File: config.mk
export PLATFORM = sky130hd
export DESIGN_NAME = lcv_div_iter
export DESIGN_NICKNAME = d
export VERILOG_FILES = /design/src/rtl/lcv_div_pkg.sv /design/src/rtl/lcv_div_step.sv /design/src/rtl/lcv_div_iter.sv
export SDC_FILE = /design/constraint.sdc
export NUM_CORES = 1
export LEC_CHECK = 0
export CORE_AREA = 10 10 193 195
export DETAILED_ROUTE_END_ITERATION = 8
export DIE_AREA = 0 0 203 205
export SETUP_SLACK_MARGIN = 0.15
export SKIP_CTS_REPAIR_TIMING = 1
export SLEW_MARGIN = 40
export SYNTH_ARGS = -nofsm -noshare
export SYNTH_HDL_FRONTEND = slang
export SYNTH_SLANG_ARGS = --single-unit
File: constraint.sdc
create_clock -name clk -period 7.6 [get_ports clk]
set_input_delay 0.76 -clock clk [delete_from_list [all_inputs] [get_ports clk]]
set_output_delay 0.76 -clock clk [all_outputs]
set_load 0.02 [all_outputs]
File: src/rtl/lcv_div_pkg.sv
// lcv_div_pkg: shared FSM states, counter sizing and conditional negate for the iterative divider
package lcv_div_pkg;
  typedef enum logic [1:0] {IDLE, RUN, FIXUP, DONE} state_t;
  localparam int MAX_W = 64;
  function automatic int cnt_w(input int w);
    return $clog2(w);
  endfunction
  function automatic logic [MAX_W-1:0] cond_neg(input logic [MAX_W-1:0] v, input logic neg);
    return neg ? -v : v;
  endfunction
endpackage

File: src/rtl/lcv_div_step.sv
// lcv_div_step: one restoring step (WIDTH+1 trial subtract, select, shift); rem/q/dmag in, rem_n/q_n out
module lcv_div_step #(
  parameter int WIDTH = 32
) (
  input  logic [WIDTH-1:0] rem,
  input  logic [WIDTH-1:0] q,
  input  logic [WIDTH-1:0] dmag,
  output logic [WIDTH-1:0] rem_n,
  output logic [WIDTH-1:0] q_n
);
  logic [WIDTH:0] sh, trial;
  assign sh    = {rem, q[WIDTH-1]};
  assign trial = sh - {1'b0, dmag};
  assign rem_n = trial[WIDTH] ? sh[WIDTH-1:0] : trial[WIDTH-1:0];
  assign q_n   = {q[WIDTH-2:0], ~trial[WIDTH]};
endmodule

File: src/rtl/lcv_div_iter.sv
// lcv_div_iter: iterative radix-2 divider (2<=WIDTH<=64); in_valid/in_ready/in_numer/in_denom/in_signed request, out_valid/out_ready/out_quot/out_rem/out_div_zero result
module lcv_div_iter
  import lcv_div_pkg::*;
#(
  parameter int WIDTH = 32
) (
  input  logic             clk,
  input  logic             rst,
  input  logic             in_valid,
  output logic             in_ready,
  input  logic [WIDTH-1:0] in_numer,
  input  logic [WIDTH-1:0] in_denom,
  input  logic             in_signed,
  output logic             out_valid,
  input  logic             out_ready,
  output logic [WIDTH-1:0] out_quot,
  output logic [WIDTH-1:0] out_rem,
  output logic             out_div_zero
);
  localparam int CW = cnt_w(WIDTH);
  localparam logic [WIDTH-1:0] min_val = {1'b1, {(WIDTH-1){1'b0}}};
  state_t state, state_n;
  logic [CW-1:0] cnt;
  logic [WIDTH-1:0] rem, rem_n, q, q_n, dmag, numer, nmag, dmag_in, qs, rs;
  logic neg_q, neg_r, dz, ovf;
  lcv_div_step #(.WIDTH(WIDTH)) u_step (
    .rem(rem), .q(q), .dmag(dmag), .rem_n(rem_n), .q_n(q_n)
  );
  assign nmag    = WIDTH'(cond_neg(MAX_W'(in_numer), in_signed & in_numer[WIDTH-1]));
  assign dmag_in = WIDTH'(cond_neg(MAX_W'(in_denom), in_signed & in_denom[WIDTH-1]));
  assign qs      = WIDTH'(cond_neg(MAX_W'(q), neg_q));
  assign rs      = WIDTH'(cond_neg(MAX_W'(rem), neg_r));
  always_ff @(posedge clk or posedge rst)
    if (rst) state <= IDLE;
    else state <= state_n;
  always_comb begin
    in_ready  = state == IDLE;
    out_valid = state == DONE;
    state_n   = state == IDLE  ? (in_valid ? RUN : IDLE) :
                state == RUN   ? (cnt == '0 ? FIXUP : RUN) :
                state == FIXUP ? DONE :
                                 (out_ready ? IDLE : DONE);
  end
  always_ff @(posedge clk or posedge rst) begin
    if (rst) begin
      cnt          <= '0;
      rem          <= '0;
      q            <= '0;
      dmag         <= '0;
      numer        <= '0;
      neg_q        <= 1'b0;
      neg_r        <= 1'b0;
      dz           <= 1'b0;
      ovf          <= 1'b0;
      out_quot     <= '0;
      out_rem      <= '0;
      out_div_zero <= 1'b0;
    end else if (state == IDLE && in_valid) begin
      q     <= nmag;
      dmag  <= dmag_in;
      numer <= in_numer;
      neg_q <= in_signed & (in_numer[WIDTH-1] ^ in_denom[WIDTH-1]);
      neg_r <= in_signed & in_numer[WIDTH-1];
      dz    <= in_denom == '0;
      ovf   <= in_signed && in_numer == min_val && in_denom == '1;
      rem   <= '0;
      cnt   <= CW'(WIDTH - 1);
    end else if (state == RUN) begin
      rem <= rem_n;
      q   <= q_n;
      cnt <= cnt - CW'(1);
    end else if (state == FIXUP) begin
      out_quot     <= dz ? '1 : ovf ? min_val : qs;
      out_rem      <= dz ? numer : ovf ? '0 : rs;
      out_div_zero <= dz;
    end
  end
endmodule
==> summary.md, run 1 <==
| Metric | Value |
|---|---|
| CTS tree | yes |
| Die H | 205 um |
| Required time worst endpoint | 7.97 ns |
| Final HPWL from detailed placement | 27400 um |
| VDD IR max | 179 uV |
| RSZ-0062 raised after global routing | false |
| HP Class | flip-flop to flip-flop |
| Top post-synthesis cells by area | dfrtp_1, nand2_1, xnor2_1 |
| Die area | around 0.042 sq mm |
| Pwr Density | 487 mW/mm^2 |
| Maximum root-to-sink buffer count | 3 |
| Synth top area share | 38.8% |
| Yosys warns | 0 |
| Root Driver | clkbuf_16 |
| Cell depth of the worst hold path | 2 |
| Library cells used by synthesis | around 70 |
| I/O Pins | 136 |
| Final Hold Fails | 0 |
| Pint | 0.00412 W |
| Clock slew at reported path FFs | 0.06 ns |
| Inst Count DP | 2118 |
| Sequential area share after synthesis | a little under 40% |
| DRC Markers | 0 |
| Status | complete, no violations |
| Critical path class | flip-flop to flip-flop |
| Vias/cell | between 5 and 6 |
| WL/cell | 17.6 um |
| Clock tree sinks | about 200 |
| Power share of the clock group | 15.1% |
| Post-Syn Instances | 1622 |
| Worst EP arrival | roughly 4.1 ns |
| Setup TNS | 0 ns |
| Nets | 1807 |
| Ys flop type | dfrtp_1 |
| Final max-slew violation count | 0 |
| Grt total ovfl | 0 |
| Combinational share of power | between 50 and 60% |
| Fin crit period | 3.72 ns |
| Setup WS post-layout | between 3 and 4 ns |
| Final setup fails | 0 |
| Total core area | roughly 0.033 sq mm |
| Routed vias | approximately 12000 |
| Pleak | 6.62 nW |
| Vias in the first global route | between 10000 and 15000 |
| Least-Margin Pin Slew | 0.730 ns |
| FFs w/ async S/R, synth | 100% |
| Layout cells sized above 1 | 4.90% |
| Kind of end point of the critical path | flip-flop |
| CTS H-tree depth | 1 |
| Worst-path fanout max | 28 |
| Share of the cycle needed by the critical path after routing | between 40% and 50% |
| Sw Share | between 40% and 50% |
| Sw power | 0.00349 W |
| Final Skew | around 0.013 ns |
| Initial DRC Count | ~690 |
| Leading area contributor after synthesis | dfrtp_1 |
| Largest net degree at the start of global routing | 142 |
| FP Rows | 67 |
| Area Overhead vs Synth | 18.8% |
| Layout fillers | 3254 |
| Hold_sp | out_quot[6] |
| FF-to-FF Start | q[31] |
| CP startpoint | q[31] |
| Sequential share of power | 28.7% |
| WL final | ~38000 um |
| GRT Overall Usage | between 15 and 20% |
| Slew HR | 50.9% |
| EDFF count, synth | 0 |
| CTS buffer count | 25 |
| Detail Route Antenna Nets | 0 |
| Syn nets | 1731 |
| GP Congestion | 0.877 |
| Die width | approximately 200 um |
| FMAX | 269 MHz |
| Yosys reg bits | 204 |
| Max-cap violation count | 0 |
| Starting density of the core | between 30% and 40% |
| Path depth of the worst reg2reg path | 12 |
| Final core occ | approximately 47% |
| DR pass1 iterations | 5 |
| Clock latency on the worst-skew pair | 0.53 ns |
| Synth Cell Area | 0.0131 sq mm |
| IO Port Bufs | 135 |
| Avg Inst Size Synth | 8.10 sq um |
| First-pass GRT wire length | 61900 um |
| Initial antenna violation count | 0 |
| Setup crit start kind | flip-flop |
| Cell Count, Final, Fillers Out | around 2200 |
| Place WS | between 3 and 4 ns |
## through the flow
| stage | total power [W] | hold slack, ns | area (sq um) |
|---|---|---|---|
| 4_1_cts | 0.00764 | 0.477 | 15600 |
| 2_1_floorplan | 0.00524 | 0.446 | 13100 |
| 5_1_grt | 0.00831 | 0.494 | 15600 |
| 3_5_place_dp | 0.00647 | 0.462 | 14800 |
| 3_3_place_gp | 0.00640 | 0.460 | 14700 |
| 6_report | 0.00761 | 0.469 | 15600 |
## critical path: stages (launching register included)
cell,delay [ns]
dfrtp_1,0.32
inv_1,0.10
ha_1,0.25
fa_1,0.39
nand2b_1,0.19
a21oi_1,0.18
o21ai_0,0.21
nor4_1,0.52
o2111a_1,0.35
o21a_1,0.18
nor3_2,0.10
nor2_4,0.56
o211ai_1,0.20
## cell families after synthesis
kind of cell | after synthesis | share of synthesized area (%)
flops | 204 | 38.8
compound gates | 397 | 19.1
fa+ha+maj | 40 | 3.87
simple gates | 671 | 23.1
buf+inv | 161 | 5.10
mux | 3 | 0.229
xor+xnor | 146 | 9.73
## final cells by class
type	count	area, sq um	share of cell area (%)
Antenna cell	1	2.50	0.0160
Clock buffer	32	692	4.43
Clock inverter	13	101	0.649
Inverter	61	241	1.55
Multi-Input combinational cell	1257	7420	47.5
Sequential cell	204	5110	32.7
Tap cell	448	561	3.59
Timing Repair Buffer	149	1480	9.50
## layout by cell type (no fill, tap or decap), drive strengths merged, types with 8 or more instances in the layout
cell type,Yosys,layout
clkbuf,82,32
a221oi,18,18
o22a,19,19
ha,39,39
and2,9,9
o211ai,31,31
xnor2,76,76
o21ai,128,128
o31ai,25,25
or4,11,11
dfrtp,204,204
clkdlybuf4s50,0,135
o41ai,17,17
buf,18,14
nand4,40,40
nor2b,8,8
nor3,30,30
nor2,146,146
xor2,70,70
a21o,9,9
nand2b,18,18
or3,12,12
nand3,45,45
a21oi,83,83
nor4,21,21
a31oi,33,33
clkinv,0,9
nand2,320,320
inv,61,61
## cells in the mapped netlist, drive strengths merged, types with 33 or more instances
master and n:
inv 61, dfrtp 204, nor2 146, ha 39, a21oi 83, a31oi 33, o21ai 128, clkbuf 82
nand2 320, xor2 70, nand3 45, xnor2 76, nand4 40
## routing by layer
metal	wire, um	vias up	GRT usage (%)
met5	0	-	0
met4	668	0	4.26
met3	1900	49	2.31
met2	17900	281	30.5
met1	17600	5508	23.8
li1	-	5832	-
## sequential cells by signal (all words and copies together), names as in the netlist
signal and cells:
neg_q 1, out_div_zero 1, q 32, state 2, out_rem 32, neg_r 1, dmag 32, rem 32
ovf 1, numer 32, out_quot 32, dz 1, cnt 5
## power by group through the flow
stage | Sequential [W] | Clock (W) | Combinational (W)
after global placement | 0.00217 | 0 | 0.00423
after detailed placement | 0.00219 | 0 | 0.00428
after global routing | 0.00226 | 0.00122 | 0.00483
after floorplan | 0.00215 | 0 | 0.00308
final | 0.00218 | 0.00115 | 0.00427
after CTS | 0.00218 | 0.00117 | 0.00429
## final timing paths
| kind | endpoint | slack [ns] |
|---|---|---|
| setup / recovery | rem[3] | 3.88 |
| hold / removal | out_quot[6] | 0.47 |
| setup reg to reg | rem[3] | 3.88 |
| hold reg to reg | out_quot[6] | 0.47 |
| max in group asynchronous | dz | 5.94 |
| min in group asynchronous | out_quot[8] | 0.68 |
Note: power is estimated with default switching activity, not from simulation.
==> run 2: changes to the inputs <==
clock period = 3.05 ns   (was 7.6 ns; I/O delays follow)
==> summary.md, run 2 (synthesized netlist as in run 1, its figures left out) <==
| Metric | Value |
|---|---|
| Worst EP arrival | 3.38 ns (-0.71 ns) |
| DRC Markers | 0 (unchanged) |
| Final setup fails | 0 (unchanged) |
| CTS buffer count | 25 (unchanged) |
| CP max stage cell | or4_1 |
| VDD IR max | 567 uV (+220%) |
| Root Driver | clkbuf_16 |
| Final max-slew violation count | 0 (unchanged) |
| Final Skew | 0.0116 ns (-0.00106 ns) |
| Worst-path fanout max | 4 (-86%) |
| Initial antenna violation count | 1 (+1) |
| Area Overhead vs Synth | 26.2% |
| Clock latency on the worst-skew pair | 0.53 ns (about the same) |
| Die H | 205 um (unchanged) |
| Kind of end point of the critical path | flip-flop |
| Cell Chain, Critical Path | ha_4 -> fa_2 -> nand2b_4 -> a21oi_4 -> o21ai_2 -> nor4_1 -> buf_4 -> o2111a_2 -> o21a_1 -> nor3_4 -> or4_1 -> o211ai_1 |
| Layout cells sized above 1 | 11.2% (+6.3 points) |
| Starting density of the core | 39.5% (unchanged) |
| Cell Count, Final, Fillers Out | 2259 (+4.3%) |
| Commonest non-fill, non-tap cells in the layout | nand2_1, dfrtp_1, nor2_1 |
| Maximum root-to-sink buffer count | 3 (unchanged) |
| Die width | 203 um (unchanged) |
| Initial DRC Count | 814 (+18%) |
| DR pass1 iterations | 5 (unchanged) |
| I/O Pins | 136 (unchanged) |
| Pwr Density | 1230 mW/mm^2 (+150%) |
| RSZ-0062 raised after global routing | true |
| Pleak | 7.14 nW (+7.8%) |
| Share of the cycle needed by the critical path after routing | 96.5% (+48 points) |
| IO Port Bufs | 135 (unchanged) |
| Tot Pwr | 0.0205 W (+170%) |
| GP Congestion | 0.876 (-0.15%) |
| Clock tree sinks | 204 (unchanged) |
| Critical path class | flip-flop to flip-flop |
| Clock slew at reported path FFs | 0.06 ns (about the same) |
| Grt total ovfl | 0 (unchanged) |
| Vias/cell | 5.32 (-1.4%) |
| Slew HR | 49.8% (-1.1 points) |
| Leading cell type in the layout, fill and taps excluded | nand2_1 |
| Routed vias | 12000 (+2.9%) |
| Status | complete, no violations |
| Final Hold Fails | 0 (unchanged) |
| GRT Overall Usage | 17.8% (-0.19 points) |
| Placed cell area | 0.0155 sq mm (+5.3%) |
| Largest net degree at the start of global routing | 98 (-31%) |
| HP Class | input port to asynchronous set/reset pin |
| Detail Route Antenna Nets | 0 (unchanged) |
| Final core occ | 49.8% (+2.9 points) |
| Inst Count DP | 2209 (+4.3%) |
| WL/cell | 17.1 um (-2.7%) |
| Final HPWL from detailed placement | 29000 um (+6.1%) |
| Max-cap violation count | 0 (unchanged) |
| Least-Margin Pin Slew | 0.754 ns (+0.0238 ns) |
| Required time worst endpoint | 3.49 ns (-4.48 ns) |
| Nets | 1905 (+5.4%) |
| Die area | 0.0416 sq mm (unchanged) |
| Total core area | 0.0333 sq mm (unchanged) |
| Setup crit start kind | flip-flop |
| Fin crit period | 2.94 ns (-0.777 ns) |
| FP Rows | 67 (unchanged) |
| FMAX | 340 MHz (+26%) |
| CP peak stage delay | 0.47 ns (-0.09 ns) |
| First-pass GRT wire length | 61200 um (-1.1%) |
| WL final | 38600 um (+1.5%) |
| CTS H-tree depth | 1 (unchanged) |
| CTS tree | yes |
| Vias in the first global route | 11400 (+0.66%) |
| Final Instance Area | 0.0166 sq mm (+6.2%) |
[run 2: routing by layer]
layer	wire length [um]	global-route usage, %	part of all wire (%)
met5	0	0	0
met4	734	4.61	1.9
met3	2030	2.61	5.2
met2	18100	29.4	47
met1	17800	23.8	46
[run 2: final timing paths]
check / startpoint / end / slack [ns] / cells past startpoint
max: dmag[0] / rem[13] / 0.11 / 12
min in group clk: out_ready / state[1] / 0.42 / 3
max in group asynchronous: rst / neg_r / 2.04 / 3
min: rst / cnt[3] / 0.18 / 2
min reg2reg: out_quot[25] / out_quot[25] / 0.47 / 2
max reg2reg: dmag[0] / rem[13] / 0.11 / 12
[run 2: report_power, final]
part           internal [W]  total [W]  switching (W)
clock network       0.00161    0.00274        0.00112
logic               0.00570     0.0125        0.00679
registers           0.00402    0.00525        0.00123
[run 2: layout make-up]
type | instances | area (sq um)
Fill cell | 3275 | 16700
Multi-Input combinational cell | 1257 | 7600
Sequential cell | 204 | 5110
Timing Repair Buffer | 247 | 2330
Clock buffer | 37 | 721
Tap cell | 448 | 561
Inverter | 61 | 233
Clock inverter | 4 | 23.8
Antenna cell | 1 | 2.50
[run 2: critical path, delay by kind of cell, from the launching register on]
| family | cells | cell delay [ns] |
|---|---|---|
| and+or+nand+nor | 4 | 0.97 |
| AOI/OAI and AO/OA | 5 | 0.77 |
| adders and majority gates | 2 | 0.53 |
| DFF | 1 | 0.42 |
| buffers and inverters | 1 | 0.17 |
[run 2: per-stage QoR]
stage / setup slack (ns) / TNS, ns / hold WS (ns)
floorplan: 0.101 / 0 / 0.401
global placement: -0.154 / -3.77 / 0.457
detailed placement: -0.171 / -4.29 / 0.463
CTS: -0.226 / -5.77 / 0.189
global route: -0.0137 / -0.0137 / 0.221
finish: 0.107 / 0 / 0.183
==> run 3: changes to the inputs <==
CTS_BUF_LIST = sky130_fd_sc_hd__clkbuf_8   (was unset)
PLACE_DENSITY = 0.71   (was unset)
==> summary.md, run 3 (synthesized netlist as in run 1, its figures left out) <==
| Metric | Value |
|---|---|
| First-pass GRT wire length | 63500 um (+3.7%) |
| Detail Route Antenna Nets | 0 (unchanged) |
| CP peak stage delay | 0.41 ns (-0.06 ns) |
| FMAX | 339 MHz (-0.38%) |
| DR pass1 iterations | 7 (+2) |
| Final setup fails | 0 (unchanged) |
| FP Rows | 67 (unchanged) |
| Routed vias | 12400 (+2.9%) |
| Routed wl met2 | 18800 um (+4.0%) |
| Max-cap violation count | 0 (unchanged) |
| Power share of the clock group | 13.5% (about the same) |
| Worst Path Buf+Inv | 2 (+1) |
| Status | complete, no violations |
| Total core area | 0.0333 sq mm (unchanged) |
| CTS tree | yes |
| Inst Count DP | 2218 (+0.41%) |
| Vias/cell | 5.39 (+1.4%) |
| Worst-path fanout max | 4 (unchanged) |
| Die H | 205 um (unchanged) |
| Leading cell type in the layout, fill and taps excluded | nand2_1 |
| HP Class | input port to asynchronous set/reset pin |
| I/O Pins | 136 (unchanged) |
| IO Port Bufs | 135 (unchanged) |
| Sw Share | 45.0% (+0.40 points) |
| Area Overhead vs Synth | 27.6% |
| Commonest non-fill, non-tap cells in the layout | nand2_1, dfrtp_1, nor2_1 |
| Setup crit start kind | flip-flop |
| Pleak | 7.30 nW (+2.2%) |
| Final core occ | 50.4% (+0.58 points) |
| Starting density of the core | 39.5% (unchanged) |
| Cell family with most CP delay | compound AO/OA/AOI/OAI gates |
| Combinational share of power | 61.5% (+0.5 points) |
| Final max-slew violation count | 0 (unchanged) |
| Slew HR | 45.9% (-3.8 points) |
| Kind of end point of the critical path | flip-flop |
| Pint | 0.0115 W (+1.1%) |
| Die area | 0.0416 sq mm (unchanged) |
| Clock tree sinks | 204 (unchanged) |
| Share of the cycle needed by the critical path after routing | 96.8% (+0.36 points) |
| Routed met1 length | 17900 um (+0.53%) |
| DRC Markers | 0 (unchanged) |
| GP Congestion | 0.916 (+4.5%) |
| Maximum root-to-sink buffer count | 3 (unchanged) |
| Most used cell, CP | a21oi_4 |
| Initial DRC Count | 838 (+2.9%) |
| Wire length on met3 | 2190 um (+7.9%) |
| Layout cells sized above 1 | 12.9% (+1.7 points) |
| VDD IR max | 478 uV (-16%) |
| Fin crit period | 2.95 ns (+0.0111 ns) |
| Grt total ovfl | 0 (unchanged) |
| Antenna diodes | 0 (-1) |
| Largest net degree at the start of global routing | 130 (+33%) |
| Pwr Density | 1240 mW/mm^2 (+0.71%) |
| Setup WS post-layout | 0.0963 ns (-0.0111 ns) |
| Least-Margin Pin Slew | 0.811 ns (+0.0574 ns) |
| Nets | 1928 (+1.2%) |
| Root Driver | clkbuf_8 |
| Critical path class | flip-flop to flip-flop |
| Cell Count, Final, Fillers Out | 2294 (+1.5%) |
| Cell Chain, Critical Path | ha_4 -> fa_2 -> nand2b_4 -> a21oi_4 -> o21ai_2 -> nor4_1 -> buf_4 -> o2111a_2 -> o21ai_4 -> a21oi_4 -> buf_6 -> o21ai_0 -> a32o_1 |
| Final Hold Fails | 0 (unchanged) |
| CP max stage cell | dfrtp_1 |
| GRT Overall Usage | 18.5% (+0.69 points) |
| Sequential share of power | 25.0% (-0.6 points) |
| Clock latency on the worst-skew pair | 0.55 ns (+0.02 ns) |
| Clock slew at reported path FFs | 0.06 ns (about the same) |
| Final HPWL from detailed placement | 29800 um (+2.5%) |
| Final Skew | 0.0222 ns (+0.0106 ns) |
| Fin Hold WS | 0.180 ns (-0.00263 ns) |
| Initial antenna violation count | 0 (-1) |
| Vias in the first global route | 12100 (+6.5%) |
| CTS buffer count | 38 (+52%) |
| Sw power | 0.00940 W (+2.8%) |
| RSZ-0062 raised after global routing | true |
| Die width | 203 um (unchanged) |
| Worst EP arrival | 3.38 ns (about the same) |
| CTS H-tree depth | 2 (+1) |
| Place WS | -0.157 ns (+0.0145 ns) |
| Top sig layer | met4 |
| Required time worst endpoint | 3.47 ns (-0.02 ns) |
| WL final | 39700 um (+2.9%) |
| WL/cell | 17.3 um (+1.3%) |
[run 3: cell count changes in the layout (fill, tap and decap cells not counted), sizes merged]
cell and change:
clkbuf +13, inv +12, buf +10, bufinv +2, clkinv -1, diode -1
[run 3: per-layer routing]
metal,global-route usage [%],vias to the layer above
met5,0,-
met4,4.74,0
met3,2.94,62
met2,31.6,391
met1,23.8,5829
li1,-,6079
[run 3: path summary, 6_finish.rpt]
path,start,to,slack [ns],cells after the start
worst max-delay path,dmag[0],rem[0],0.1,13
worst min-delay path,rst,out_quot[6],0.18,2
worst max register to register,dmag[0],rem[0],0.1,13
worst min register to register,out_quot[22],out_quot[22],0.47,2
max in group asynchronous,rst,out_rem[11],2.08,3
min in group clk,out_ready,state[1],0.40,3
[run 3: metrics by stage]
stage                     setup TNS [ns]  area (sq um)  total power, W
after global placement            -0.728         15600          0.0171
final                                  0         16800          0.0209
after floorplan                        0         13200          0.0131
after CTS                          -4.07         16400          0.0203
after detailed placement           -3.09         15600          0.0174
after global routing                   0         16800          0.0225
[run 3: final cells by class]
| cell class | instances | area, sq um |
|---|---|---|
| fillers | 3182 | 16500 |
| multi-input cells | 1257 | 7650 |
| inverters | 61 | 233 |
| clock inverters | 17 | 129 |
| clock buffers | 50 | 688 |
| well taps | 448 | 561 |
| flip-flops and latches | 204 | 5110 |
| repair buffers | 257 | 2400 |
[run 3: power by group through the flow]
stage,sequential [W],clock (W),combinational [W]
6_report,0.00523,0.00281,0.0128
5_1_grt,0.00539,0.00298,0.0142
4_1_cts,0.00518,0.00286,0.0122
3_5_place_dp,0.00521,0,0.0122
3_3_place_gp,0.00515,0,0.0119
2_1_floorplan,0.00536,0,0.00770
==> patch 1 (settings of run 3) <==
`WIDTH` is set to 32 in 2 places; all go to 40.
--- a/src/rtl/lcv_div_step.sv
+++ b/src/rtl/lcv_div_step.sv
@@ -1,6 +1,6 @@
 // lcv_div_step: one restoring step (WIDTH+1 trial subtract, select, shift); rem/q/dmag in, rem_n/q_n out
 module lcv_div_step #(
-  parameter int WIDTH = 32
+  parameter int WIDTH = 40
 ) (
   input  logic [WIDTH-1:0] rem,
   input  logic [WIDTH-1:0] q,
--- a/src/rtl/lcv_div_iter.sv
+++ b/src/rtl/lcv_div_iter.sv
@@ -2,7 +2,7 @@
 module lcv_div_iter
   import lcv_div_pkg::*;
 #(
-  parameter int WIDTH = 32
+  parameter int WIDTH = 40
 ) (
   input  logic             clk,
   input  logic             rst,
Interface: changed (resized in_denom, in_numer, out_quot and out_rem); port bits go from 136 to 168. No check against the original RTL was run, so the function may have changed too.
==> patch 1 against run 3 <==
  * The flow now finishes with violations (negative setup slack)
  * Clock power increased by 17%
  * Non-clock buffer count grew 152
  * Sequential cell count increased by 49
  * Sequential power grew 19%
  * Critical path type unchanged
  * Area after synthesis is 21% higher
  * Critical endpoint is now out_rem[24]
  * Total power rose by 31%
  * Final area grew 28%
  * Routed wire length is 33% higher
  * Hold slack got worse by 54 ps
  * Setup slack worse by 630 ps
==> patch 1: results (changes against run 3) <==
Met2 wire len = 25,240 um (was 18,830 um)
Syn nets = 2,053 (was 1,731)
Main area contributors after synthesis = dfrtp_1, nand2_1, xor2_1, o21ai_0, a21oi_1 (was dfrtp_1, nand2_1, xnor2_1, o21ai_0, xor2_1)
Root Driver = clkbuf_8 (unchanged)
Vias per inst = 5.750 (was 5.388)
Share of cells above drive strength 1 = 19.92% (was 12.95%)
CP delay by family, top = simple AND/OR/NAND/NOR gates (was compound AO/OA/AOI/OAI gates)
Leak = 9.346 nW (was 7.297 nW)
Mapped Cells = 1,921 (was 1,622)
Setup TNS Final = -10,750 ps (was 0 ps)
Count of different cell masters after synthesis = 61 (was 68)
Fill count = 2,778 (was 3,182)
First-pass GRT wire length = 81,480 um (was 63,480 um)
Starting DRC count in detailed routing = 1,162 (was 838)
Run status = complete, but fails checks (was completed)
GR Util All Layers = 24.14% (was 18.45%)
Sequential element share of the synthesized area = 39.95% (was 38.85%)
Vias in the first global route = 15,080 (was 12,120)
Num CTS Buffers = 42 (was 38)
GP Congestion = 0.9562 (was 0.9157)
PortBufs = 167 (was 135)
Worst-margin pin slew = 753.4 ps (was 811.1 ps)
Post-synth top cells = nand2_1, dfrtp_1, o21ai_0 (was nand2_1, dfrtp_1, nor2_1)
Placed inst area = 19,600 um2 (was 15,620 um2)
Vias = 15,740 (was 12,360)
Sequential cell area = 6332 um2 (was 5107 um2)
Final Worst Setup Slack = -530.3 ps (was 96.28 ps)
Final WL = 53,010 um (was 39,740 um)
Layout Skew = 21.54 ps (was 22.16 ps)
Slowest cell on the critical path = or4b_4 (was dfrtp_1)
WL met1 = 22,500 um (was 17,850 um)
Worst VDD drop = 0.5979 mV (was 0.4784 mV)
Biggest cell delay along the critical path = 520 ps (was 410 ps)
Violated checks = negative setup slack
Crit path max fanout = 4 (unchanged)
HPWL Detailed = 39,630 um (was 29,770 um)
Routed wl met3 = 2983 um (was 2186 um)
# setup viols final = 57 (was 0)
Largest net degree at the start of global routing = 155 (was 130)
Worst EP arrival = 4010 ps (was 3380 ps)
Iteration count of the initial detailed-routing pass = 5 (was 7)
FF-to-FF setup slack = -530 ps (was 100 ps)
Cells after DPL = 2,630 (was 2,218)
Final nets = 2,390 (was 1,928)
Worst-skew pair later-pin latency = 560 ps
## patch 1: cell type report
class	count	share of cell area, %
Sequential cell	253	29.43
Inverter	69	1.244
Clock inverter	18	0.6512
Multi-Input combinational cell	1483	45.38
Tap cell	448	2.605
Timing Repair Buffer	409	17.05
Clock buffer	57	3.646
## patch 1: metal layers
| metal | GRT usage, % | vias to the layer above |
|---|---|---|
| li1 | - | 7456 |
| met1 | 30.37 | 7572 |
| met2 | 40.49 | 591 |
| met3 | 3.538 | 120 |
| met4 | 10.84 | 0 |
| met5 | 0 | - |
## patch 1: worst register-to-register path: cells and delay by family, from the launching register on
family / cells / cell delay, ps
xor+xnor: 1 / 210
fa+ha+maj: 1 / 120
compound gates: 2 / 320
simple gates: 6 / 1970
buf+inv: 3 / 400
flops: 1 / 420
## patch 1: path summary, 6_finish.rpt
path / start / to
max in group asynchronous: rst / dmag[27]
worst min register to register: dmag[22] / dmag[22]
worst min-delay path: rst / out_rem[4]
worst max-delay path: rem[1] / out_rem[24]
min in group clk: in_numer[19] / numer[19]
worst max register to register: rem[1] / out_rem[24]
## patch 1: through the flow
stage | setup WS (ps) | power [mW] | hold slack, ps
after floorplan | -584.7 | 15.64 | 402.1
after global placement | -485.0 | 21.12 | 459.2
after detailed placement | -529.4 | 21.50 | 464.1
after CTS | -511.1 | 24.85 | 126.6
after global routing | -612.2 | 29.17 | 148.5
final | -530.3 | 27.29 | 125.9
## patch 1: kinds of logic (layout without fill, tap and decap cells)
| logic type | Yosys count | in the layout | synth area share (%) |
|---|---|---|---|
| AOI/OAI and AO/OA | 551 | 551 | 21.00 |
| xor gates and xnor gates | 179 | 179 | 9.893 |
| adders and majority gates | 47 | 47 | 3.758 |
| buffers and inverters | 185 | 553 | 4.429 |
| DFF | 253 | 253 | 39.95 |
| muxes | 23 | 23 | 1.453 |
| and+or+nand+nor | 683 | 683 | 19.52 |
## patch 1: power by group
part | internal (mW) | total [mW] | switching (mW)
combinational | 8.32 | 17.8 | 9.46
sequential | 4.90 | 6.22 | 1.32
clock | 1.84 | 3.28 | 1.44
==> patch 2 (config.mk and constraints of run 3) <==
Made on the original files. Encoding of `state_t`: now Gray code (2 bits for 4 states).
--- a/src/rtl/lcv_div_pkg.sv
+++ b/src/rtl/lcv_div_pkg.sv
@@ -1,6 +1,6 @@
 // lcv_div_pkg: shared FSM states, counter sizing and conditional negate for the iterative divider
 package lcv_div_pkg;
-  typedef enum logic [1:0] {IDLE, RUN, FIXUP, DONE} state_t;
+  typedef enum logic [1:0] {IDLE = 2'b00, RUN = 2'b01, FIXUP = 2'b11, DONE = 2'b10} state_t;
   localparam int MAX_W = 64;
   function automatic int cnt_w(input int w);
     return $clog2(w);
Behaviour: same outputs for any inputs over 10 cycles, from zero or initial values and one cycle with rst high; not proved beyond that.
==> patch 2 against run 3 <==
  * Total power down 3.5%
  * Setup slack better by 120 ps
  * Hold slack got worse by 32 ps
  * Non-clock buffer count decreased by 28
  * Routed wire length fell by 2.7%
  * Final area fell by 3.0%
  * Combinational power down 5%
  * Area after synthesis fell by 1.3%
  * Clock power down 6%
  * Sequential cell count did not move
==> patch 2: results (changes against run 3) <==
Run status = completed (unchanged)
Post-synth top cells = nand2_1, dfrtp_1, o21ai_0 (was nand2_1, dfrtp_1, nor2_1)
Mux contribution to synthesized area = 1.311% (was 0.2285%)
Layout Skew = 23.90 ps (was 22.16 ps)
HPWL Detailed = 29,780 um (was 29,770 um)
Crit Reg-Reg Endpoint = rem[31] (was rem[0])
GR Util All Layers = 18.25% (was 18.45%)
Num CTS Buffers = 40 (was 38)
FF-to-FF setup slack = 220 ps (was 100 ps)
Worst VDD drop = 0.4423 mV (was 0.4784 mV)
Worst slack at placement = 52.82 ps (was -156.9 ps)
Syn nets = 1,695 (was 1,731)
Worst EP arrival = 3300 ps (was 3380 ps)
Iteration count of the initial detailed-routing pass = 5 (was 7)
Met2 GRT Util = 30.42% (was 31.60%)
Fill count = 3,209 (was 3,182)
Synth Area in Compound Gates = 19.89% (was 19.10%)
Fin crit period = 2830 ps (was 2954 ps)
Largest net degree at the start of global routing = 69 (was 130)
Worst-skew pair later-pin latency = 550 ps (about the same)
Starting DRC count in detailed routing = 795 (was 838)
GP Congestion = 0.9177 (was 0.9157)
Ys Warns = 0 (unchanged)
Crit path launch = rem[10] (was dmag[0])
Longest Clk Path Bufs = 3 (unchanged)
Sequential element share of the synthesized area = 39.34% (was 38.85%)
Hold WS = 148.2 ps (was 180.3 ps)
Reg2Reg Depth = 9 (was 13)
Share of cells above drive strength 1 = 10.42% (was 12.95%)
Synth Area in XOR/XNOR = 9.855% (was 9.731%)
Initial antenna violation count = 0 (unchanged)
Leak = 7.080 nW (was 7.297 nW)
Post-Layout Inst Area = 16,260 um2 (was 16,770 um2)
Met3 usage = 3.127% (was 2.938%)
First-pass GRT wire length = 62,950 um (was 63,480 um)
Vias per inst = 5.396 (was 5.388)
Placed inst area = 15,370 um2 (was 15,620 um2)
Routed wl met3 = 2006 um (was 2186 um)
Main area contributors after synthesis = dfrtp_1, nand2_1, xnor2_1, o21ai_0, xor2_1 (unchanged)
Mapped Cells = 1,586 (was 1,622)
Adder-Cell Fraction of Synth Area = 3.915% (was 3.866%)
Crit path max fanout = 8 (was 4)
Final nets = 1,876 (was 1,928)
WL met1 = 17,820 um (was 17,850 um)
Worst-margin pin slew = 847.9 ps (was 811.1 ps)
Met1 GRT Util = 23.85% (was 23.77%)
Final WL = 38,690 um (was 39,740 um)
Vias = 12,100 (was 12,360)
Met2 wire len = 18,100 um (was 18,830 um)
Count of different cell masters after synthesis = 66 (was 68)
Cells after DPL = 2,172 (was 2,218)
patch 2: layout make-up:
class                   count  share of cell area, %
inverters                  58                  1.362
flip-flops and latches    204                  31.41
multi-input cells        1234                  45.74
clock inverters            22                 0.7540
repair buffers            229                  13.31
well taps                 448                  3.447
clock buffers              47                  3.978
patch 2: critical path, cell delays in order (launching register included):
cell      delay [ps]
dfrtp_1          410
ha_1             420
a211o_1          290
o211ai_1         160
and3_4           260
a211oi_4          80
o21a_2           260
or2_1            250
or4b_1           530
nand3_1           90
patch 2: report_power, final:
group | switching [mW] | total (mW) | leakage [nW] | internal (mW)
combinational | 6.90 | 12.2 | 4.16 | 5.27
sequential | 1.26 | 5.32 | 2.47 | 4.06
clock | 1.17 | 2.65 | 0.451 | 1.48
total | 9.33 | 20.1 | 7.08 | 10.8
